==> src/rtl/vga_sync_gen_pkg.sv <==
// Shared 640x480@60 raster timing constants.
// Overlay blocks reuse H_DISP/V_DISP for their position checks.
package vga_sync_gen_pkg;

    localparam int CW = 10;

    localparam int H_DISP = 640;
    localparam int H_FP   = 16;
    localparam int H_SYNC = 96;
    localparam int H_BP   = 48;

    localparam int V_DISP = 480;
    localparam int V_FP   = 10;
    localparam int V_SYNC = 2;
    localparam int V_BP   = 33;

    localparam int H_TOTAL = H_DISP + H_FP + H_SYNC + H_BP;
    localparam int V_TOTAL = V_DISP + V_FP + V_SYNC + V_BP;

    function automatic logic in_window(
        input logic [CW-1:0] v,
        input logic [CW-1:0] lo,
        input logic [CW-1:0] hi
    );
        return (v >= lo) && (v <= hi);
    endfunction

endpackage

==> src/rtl/vga_sync_gen_mod_m_counter.sv <==
// Modulo-M wrap counter with synchronous clear, count enable and
// a max_tick flag decoded from the registered count.
module mod_m_counter
    import vga_sync_gen_pkg::*;
#(
    parameter int M = 10,
    parameter int W = CW
) (
    input  logic         clk,
    input  logic         reset,
    input  logic         clr,
    input  logic         en,
    output logic [W-1:0] q,
    output logic [W-1:0] q_next,
    output logic         max_tick
);

    localparam logic [W-1:0] LAST = W'(M - 1);

    always_comb begin
        q_next = q;
        if (clr)
            q_next = '0;
        else if (en)
            q_next = (q == LAST) ? '0 : q + 1'b1;
    end

    always_ff @(posedge clk or posedge reset) begin
        if (reset)
            q <= '0;
        else
            q <= q_next;
    end

    assign max_tick = (q == LAST);

endmodule

==> src/rtl/vga_sync_gen.sv <==
// VGA raster timing: pixel tick divider, h/v counters, registered
// syncs, blanking qualifier and a frame_start strobe.
module vga_sync_gen
    import vga_sync_gen_pkg::*;
#(
    parameter int   DIV      = 4,
    parameter int   HD       = H_DISP,
    parameter int   HF       = H_FP,
    parameter int   HS       = H_SYNC,
    parameter int   HB       = H_BP,
    parameter int   VD       = V_DISP,
    parameter int   VF       = V_FP,
    parameter int   VS       = V_SYNC,
    parameter int   VB       = V_BP,
    parameter logic SYNC_ACT = 1'b0
) (
    input  logic          clk,
    input  logic          reset,
    input  logic          en,
    output logic          p_tick,
    output logic [CW-1:0] pixel_x,
    output logic [CW-1:0] pixel_y,
    output logic          video_on,
    output logic          hsync,
    output logic          vsync,
    output logic          frame_start
);

    localparam int HT = HD + HF + HS + HB;
    localparam int VT = VD + VF + VS + VB;
    localparam int TW = $clog2(DIV);

    localparam logic [CW-1:0] HD_C  = CW'(HD);
    localparam logic [CW-1:0] VD_C  = CW'(VD);
    localparam logic [CW-1:0] HS_LO = CW'(HD + HF);
    localparam logic [CW-1:0] HS_HI = CW'(HD + HF + HS - 1);
    localparam logic [CW-1:0] VS_LO = CW'(VD + VF);
    localparam logic [CW-1:0] VS_HI = CW'(VD + VF + VS - 1);

    logic          tick_max;
    logic          h_max;
    logic          v_max;
    logic [TW-1:0] unused_tick_q;
    logic [TW-1:0] unused_tick_next;
    logic [CW-1:0] h_next;
    logic [CW-1:0] v_next;

    // en low clears every stage so a restart looks exactly like reset
    mod_m_counter #(.M(DIV), .W(TW)) tick_div (
        .clk      (clk),
        .reset    (reset),
        .clr      (~en),
        .en       (1'b1),
        .q        (unused_tick_q),
        .q_next   (unused_tick_next),
        .max_tick (tick_max)
    );

    assign p_tick = en & tick_max;

    mod_m_counter #(.M(HT), .W(CW)) h_cnt (
        .clk      (clk),
        .reset    (reset),
        .clr      (~en),
        .en       (p_tick),
        .q        (pixel_x),
        .q_next   (h_next),
        .max_tick (h_max)
    );

    mod_m_counter #(.M(VT), .W(CW)) v_cnt (
        .clk      (clk),
        .reset    (reset),
        .clr      (~en),
        .en       (p_tick & h_max),
        .q        (pixel_y),
        .q_next   (v_next),
        .max_tick (v_max)
    );

    // syncs decode the next counts so they land on the same edge
    always_ff @(posedge clk or posedge reset) begin
        if (reset) begin
            hsync <= ~SYNC_ACT;
            vsync <= ~SYNC_ACT;
        end else if (!en) begin
            hsync <= ~SYNC_ACT;
            vsync <= ~SYNC_ACT;
        end else begin
            hsync <= in_window(h_next, HS_LO, HS_HI) ? SYNC_ACT : ~SYNC_ACT;
            vsync <= in_window(v_next, VS_LO, VS_HI) ? SYNC_ACT : ~SYNC_ACT;
        end
    end

    assign video_on    = (pixel_x < HD_C) && (pixel_y < VD_C);
    assign frame_start = p_tick & h_max & v_max;

endmodule

==> config.mk <==
export PLATFORM = sky130hd
export DESIGN_NAME = vga_sync_gen
export DESIGN_NICKNAME = d
export VERILOG_FILES = /design/src/rtl/vga_sync_gen_pkg.sv /design/src/rtl/vga_sync_gen_mod_m_counter.sv /design/src/rtl/vga_sync_gen.sv
export SDC_FILE = /design/constraint.sdc
export NUM_CORES = 1
export LEC_CHECK = 0
export BUFFER_PORTS_ARGS = -buffer_cell sky130_fd_sc_hd__buf_2
export CAP_MARGIN = 20
export CORE_MARGIN = 1.5
export CORE_UTILIZATION = 30
export DETAILED_ROUTE_END_ITERATION = 10
export GPL_TIMING_DRIVEN = 0
export SLEW_MARGIN = 20
export SYNTH_ARGS = -nofsm -noshare
export SYNTH_HDL_FRONTEND = slang
export SYNTH_SLANG_ARGS = --single-unit
==> constraint.sdc <==
create_clock -name clk -period 2 [get_ports clk]
set_input_delay 0.2 -clock clk [delete_from_list [all_inputs] [get_ports clk]]
set_output_delay 0.2 -clock clk [all_outputs]
set_load 0.005 [all_outputs]
### Yosys cells after proc, flatten, opt, wreduce, memory -nomap -nowiden

Cells that the tools add are included.

| cells by class | value |
|---|---|
| magnitude comparators | 6 |
| equal/unequal tests | 3 |
| muxes and demuxes | 12 |
| $add $sub $neg | 3 |
| reduce and logical (&&, ||, !) cells | 3 |
| bitwise gates (word level) | 3 |

Operators by type and width:

| cell | number |
|---|---|
| $mux 10 | 6 |
| $add 10x1->10 const B | 2 |
| $eq 10x10->1 const B | 2 |
| $ge 10x10->1 const B | 1 |
| $ge 10x9->1 const B | 1 |
| $le 10x10->1 const B | 1 |
| $le 10x9->1 const B | 1 |
| $lt 10x10->1 const B | 1 |
| $lt 10x9->1 const B | 1 |
| $mux 1 | 4 |
| $mux 2 | 2 |
| $and 1x1->1 | 3 |
| $logic_and 1x1->1 | 3 |
| $add 2x1->2 const B | 1 |
| $eq 2x2->1 const B | 1 |

| storage, ports and cells | value |
|---|---|
| input port bits | 3 |
| output and inout port bits | 25 |
| flip-flop bits (word level) | 24 |

### Depth between registers and ports, before layout

| depth | value |
|---|---|
| word-level depth | 9 |
| mapped depth | 8 |
| gate-level depth less buffers | 7 |

### Cells and area by module

A second synthesis with hierarchy kept.

| unflattened totals | value |
|---|---|
| cell total of the unflattened synthesis | 139 |
| area, all modules | 1392.6 um^2 |

Modules (own cells, without submodules):

| module | instances | cells an instance | seq. area each (um^2) | area an instance (um^2) |
|---|---|---|---|---|
| mod_m_counter (h_cnt) | 1 | 56 | 250.2 | 569.3 |
| mod_m_counter (v_cnt) | 1 | 56 | 250.2 | 568.0 |
| vga_sync_gen | 1 | 18 | 52.6 | 155.1 |
| mod_m_counter (tick_div) | 1 | 9 | 50.0 | 100.1 |

### Least setup slack after synthesis

No wires, ideal clock.

| path | value |
|---|---|
| path kind | register to register |
| start point | register h_cnt.q[0] |
| end point | register vsync |
| library setup time | 0.092 ns |
| data required time | 1.908 ns |
| stages on the path, launching flop included | 8 |
| arrival time | 1.763 ns |
| setup slack | 0.145 ns |
| buffers on the path | 1 |
| path through | dfrtp_1 -> ha_1 -> nand2_1 -> nor4_2 -> buf_2 -> nand4_1 -> a32oi_1 -> nand4_1 |

| between the ends | value |
|---|---|
| longest elaborated chain between the ends | 8 |
| elaborated cells on any way between the ends | 9 |
| those cells by class | order compare (2); eq/ne (1); mux (4); bitwise (1); reduce/logical (1) |

RTL lines:

| element | line | text |
|---|---|---|
| from (decl) | vga_sync_gen_mod_m_counter.sv:13 | `output logic [W-1:0] q,` |
| from (signal assigned) | vga_sync_gen_mod_m_counter.sv:32 | `q <= q_next;` |
| $eq 10x10->1 * | vga_sync_gen_mod_m_counter.sv:35 | `assign max_tick = (q == LAST);` |
| $and 1x1->1 * | vga_sync_gen.sv:75 | `.en (p_tick & h_max),` |
| $mux 10 * | vga_sync_gen_mod_m_counter.sv:24 | `else if (en)` |
| $mux 10 * | vga_sync_gen_mod_m_counter.sv:22 | `if (clr)` |
| $ge 10x9->1 / $le 10x9->1 (equally long branches) | vga_sync_gen_pkg.sv:25 | `return (v >= lo) && (v <= hi);` |
| $logic_and 1x1->1 * | vga_sync_gen_pkg.sv:25 |  |
| $mux 1 * | vga_sync_gen.sv:91 | `vsync <= in_window(v_next, VS_LO, VS_HI) ? SYNC_ACT : ~SYNC_ACT;` |
| $mux 1 * | vga_sync_gen.sv:86 | `end else if (!en) begin` |
| to (signal assigned) | vga_sync_gen.sv:85 | `vsync <= ~SYNC_ACT;` |
| to (signal assigned) | vga_sync_gen.sv:88 | `vsync <= ~SYNC_ACT;` |
| to (signal assigned) | vga_sync_gen.sv:91 |  |
| to (decl) | vga_sync_gen.sv:25 | `output logic vsync,` |

Every way passes the cells marked *; elsewhere a longest branch is shown, timed or not.

### Worst setup path in the final report

| path | value |
|---|---|
| start point | register tick_div.q[0] |
| end point | output frame_start |

| between the ends | value |
|---|---|
| longest elaborated chain between the ends | 4 |

RTL lines:

| element | line | text |
|---|---|---|
| from (decl) | vga_sync_gen_mod_m_counter.sv:13 |  |
| from (signal assigned) | vga_sync_gen_mod_m_counter.sv:32 |  |
| $eq 2x2->1 | vga_sync_gen_mod_m_counter.sv:35 |  |
| $and 1x1->1 | vga_sync_gen.sv:59 | `assign p_tick = en & tick_max;` |
| $and 1x1->1 (2 in a row) | vga_sync_gen.sv:96 | `assign frame_start = p_tick & h_max & v_max;` |
| to (decl) | vga_sync_gen.sv:26 | `output logic frame_start` |

Every way passes these cells.

==> impl_metrics.csv <==
group,metric,value,unit
status,status,"complete, but fails checks",
status,violations,"negative setup slack",
critical_path,slowest_stage,"or4_4",
min_path,hp-class,"in2reg",
synthesis,yosys_register_bits,24,
synthesis,synth_top_cell_by_area,"dfrtp_1",
placement,dpl_cell_area,0.00166,sq mm
critical_path,path_buf_inv,2,
synthesis,syn_nets,171,
floorplanning,start_util,31.1,%
grt,grt_max_degree,25,
drt,dr.first_iter.drc_count,91,
critical_path,worstSetupPathType,"reg2out",
drt,ant_nets,0,
floorplanning,coreArea,0.00469,sq mm
min_path,worstHoldEndpoint,"h_cnt.q[4]$_DFF_PP0_",
final_layout,area_delta_synth_final,38.4,%
synthesis,synth_edf_count,0,
grt,antenna_found_initial,0,
synthesis,synth_top_area_share,37.8,%
grt,grt_use_met3,3.45,%
floorplanning,ios,28,
clock_network,clock_latency,270,ps
critical_path,crit_chain,"ha_2 -> buf_6 -> nand2_8 -> or4_4 -> nor2_4 -> buf_2",
timing,setup_slack,-3.59,ps
synthesis,synth.area.top_cells,"dfrtp_1 38%, nand2_1 4.9%, nand4_1 4.3%, dfstp_2 3.6%, nor2_1 3.6%",
critical_path,endpoint_kind,"output pin",
floorplanning,die_y,72.7,um
synthesis,yosysWarnings,0,
grt,grt_pass1_wl,6230,um
critical_path,required,1800,ps
placement,hpwl,2550,um
run,cap_violations,0,
timing,min_period_over_period,100,%
clock_network,clock-sinks,24,
drt,vias_per_cell,5.48,
drt,vias,1496,
grt,grtUsageMet2,22.4,%
synthesis,ys_types,44,
placement,place.gp.congestion,0.833,
clock_network,clk_pin_slew_worst_paths,80,ps
final_layout,diodes,0,
clock_network,clockBufferDepth,2,
final_layout,stdcell_count,273,
critical_path,crit_fanout,7,
timing,timing.fmax,0.499,GHz
timing,finalMaxSlewViolations,0,
critical_path,reg2reg_from,"h_cnt.q[7]$_DFF_PP0_",
pwr,vdd_ir_drop_max,0.458,mV
synthesis,syn_inst,164,
critical_path,setup.worst_path.start_class,"register",
drt,route.detailed.drc,0,
clock_network,clockRootBuffer,"clkbuf_8",
timing,slew_headroom,69.9,%
clock_network,tritoncts,"built",
grt,gr-max-usage-layer,"met2",
grt,grt_usage,14.9,%
synthesis,synth_area_per_cell,8.89,sq um
timing,hold_slack,344,ps
critical_path,r2r-end,"vsync$_DFF_PP1_",
pwr,p_leak,0.879,nW
drt,wl_per_cell,14.6,um
clock_network,numCtsBuffers,3,
synthesis,synth_ff_type,"dfrtp_1",
grt,grt_remaining_overflow,0,
grt,use_met1,21.0,%
timing,fin_skew,1.99,ps
synthesis,seq_area_frac_synth,41.4,%
critical_path,cp_top_family,"simple AND/OR/NAND/NOR gates",
critical_path,cpPeakStageDelay,590,ps
critical_path,arrival,1800,ps
timing,worst_pin_slew,448,ps
clock_network,cts_max_level,1,
synthesis,synthArstFlopShare,100,%
placement,dp_slack,-255,ps
floorplanning,die-area,0.00529,sq mm
final_layout,final_nets,227,
final_layout,stdcell_area,0.00202,sq mm
min_path,holdPathStages,2,
final_layout,final_cell_mix,"28 x buf_2, 26 x buf_4, 18 x nand2_1, 18 x dfrtp_1, 13 x nor2_1",
floorplanning,die_x,72.7,um
timing,hold_viol_final,0,
timing,fin_crit,2000,ps
final_layout,final_common_cell,"buf_2",
final_layout,drive_gt1_share,37.0,%
pwr,power_density,434,mW/mm^2
grt,grt_pass1_vias,1303,
critical_path,reg2reg_depth,6,
min_path,worstHoldStart,"en",
timing,rsz0062_at_grt,"yes",
critical_path,worst-path-stages,6,
critical_path,r2r_setup_slack,10,ps
drt,firstDrtPassIters,4,
placement,io_buffers,27,
floorplanning,rows,25,
timing,final-setup-viol-count,1,
placement,dp.cells,245,
drt,routed_wl,3980,um
synthesis,netlist_area,0.00146,sq mm
## worst max-delay path by stage
stage | slack, ps | endpoint | start
after global placement | -250 | vsync$_DFF_PP1_ | h_cnt.q[0]$_DFF_PP0_
final | -4 | frame_start | tick_div.q[0]$_DFF_PP0_
after global routing | -90 | vsync$_DFF_PP1_ | tick_div.q[0]$_DFF_PP0_
after floorplan | 150 | vsync$_DFF_PP1_ | h_cnt.q[0]$_DFF_PP0_
after CTS | -90 | frame_start | v_cnt.q[5]$_DFF_PP0_
after detailed placement | -260 | v_cnt.q[6]$_DFF_PP0_ | h_cnt.q[0]$_DFF_PP0_
## kinds of logic after synthesis
family | count (synthesis) | synth area share (%)
simple gates | 78 | 28.9
compound gates | 37 | 17.9
flops | 24 | 41.4
fa+ha+maj | 4 | 3.43
xor+xnor | 8 | 4.81
buf+inv | 13 | 3.60
## layer usage
layer | up-vias | wire [um] | share of wire [%]
met5 | - | 0 | 0
met1 | 726 | 1890 | 47
li1 | 722 | - | -
met4 | 0 | 61 | 1.5
met2 | 39 | 1870 | 47
met3 | 9 | 161 | 4.0
## report_power, final
part | leakage (nW) | switching [mW] | internal [mW]
Combinational | 0.537 | 0.0447 | 0.0363
Sequential | 0.319 | 0.00298 | 0.491
Clock | 0.0228 | 0.157 | 0.143
## metrics by stage
step                util, %  power, mW  setup TNS (ps)
finish                 43.0      0.875           -3.59
global route           43.0      0.917            -280
CTS                    39.3      0.862           -87.7
detailed placement     35.4      0.556           -2690
global placement       35.4      0.557           -2460
floorplan                 -      0.539               0
## registers in the layout, indices dropped and copies added (netlist names)
name / count
h_cnt.q: 10
hsync: 1
tick_div.q: 2
v_cnt.q: 10
vsync: 1
## Yosys cell counts (3+ instances only)
master and instances:
dfrtp_1 22, nand2_1 19, nor2_1 14, nand4_1 10, nand3_1 9, o21ai_0 8
a21oi_1 6, inv_1 6, xnor2_1 6, and2_1 4, clkbuf_1 4, ha_1 4
nor3_1 4, buf_2 3, or4_1 3
## cell type report
cell class | instances | area, sq um
Clock buffer | 4 | 45.0
Multi-Input combinational cell | 127 | 886
Tap cell | 54 | 67.6
Fill cell | 482 | 2680
Sequential cell | 24 | 608
Buffer | 4 | 27.5
Timing Repair Buffer | 54 | 360
Inverter | 6 | 22.5
## what timing repair did
| item | CTS | global route |
|---|---|---|
| buffers inserted | 10 | 15 |
| gates resized for setup | 17 | 12 |
| pin swaps | 3 | 10 |
| endpoints found under the hold margin | 0 | 6 |
| endpoints found under the setup margin | 15 | 15 |
| hold buffers | 0 | 1 |
Note: power is estimated with default switching activity, not from simulation.
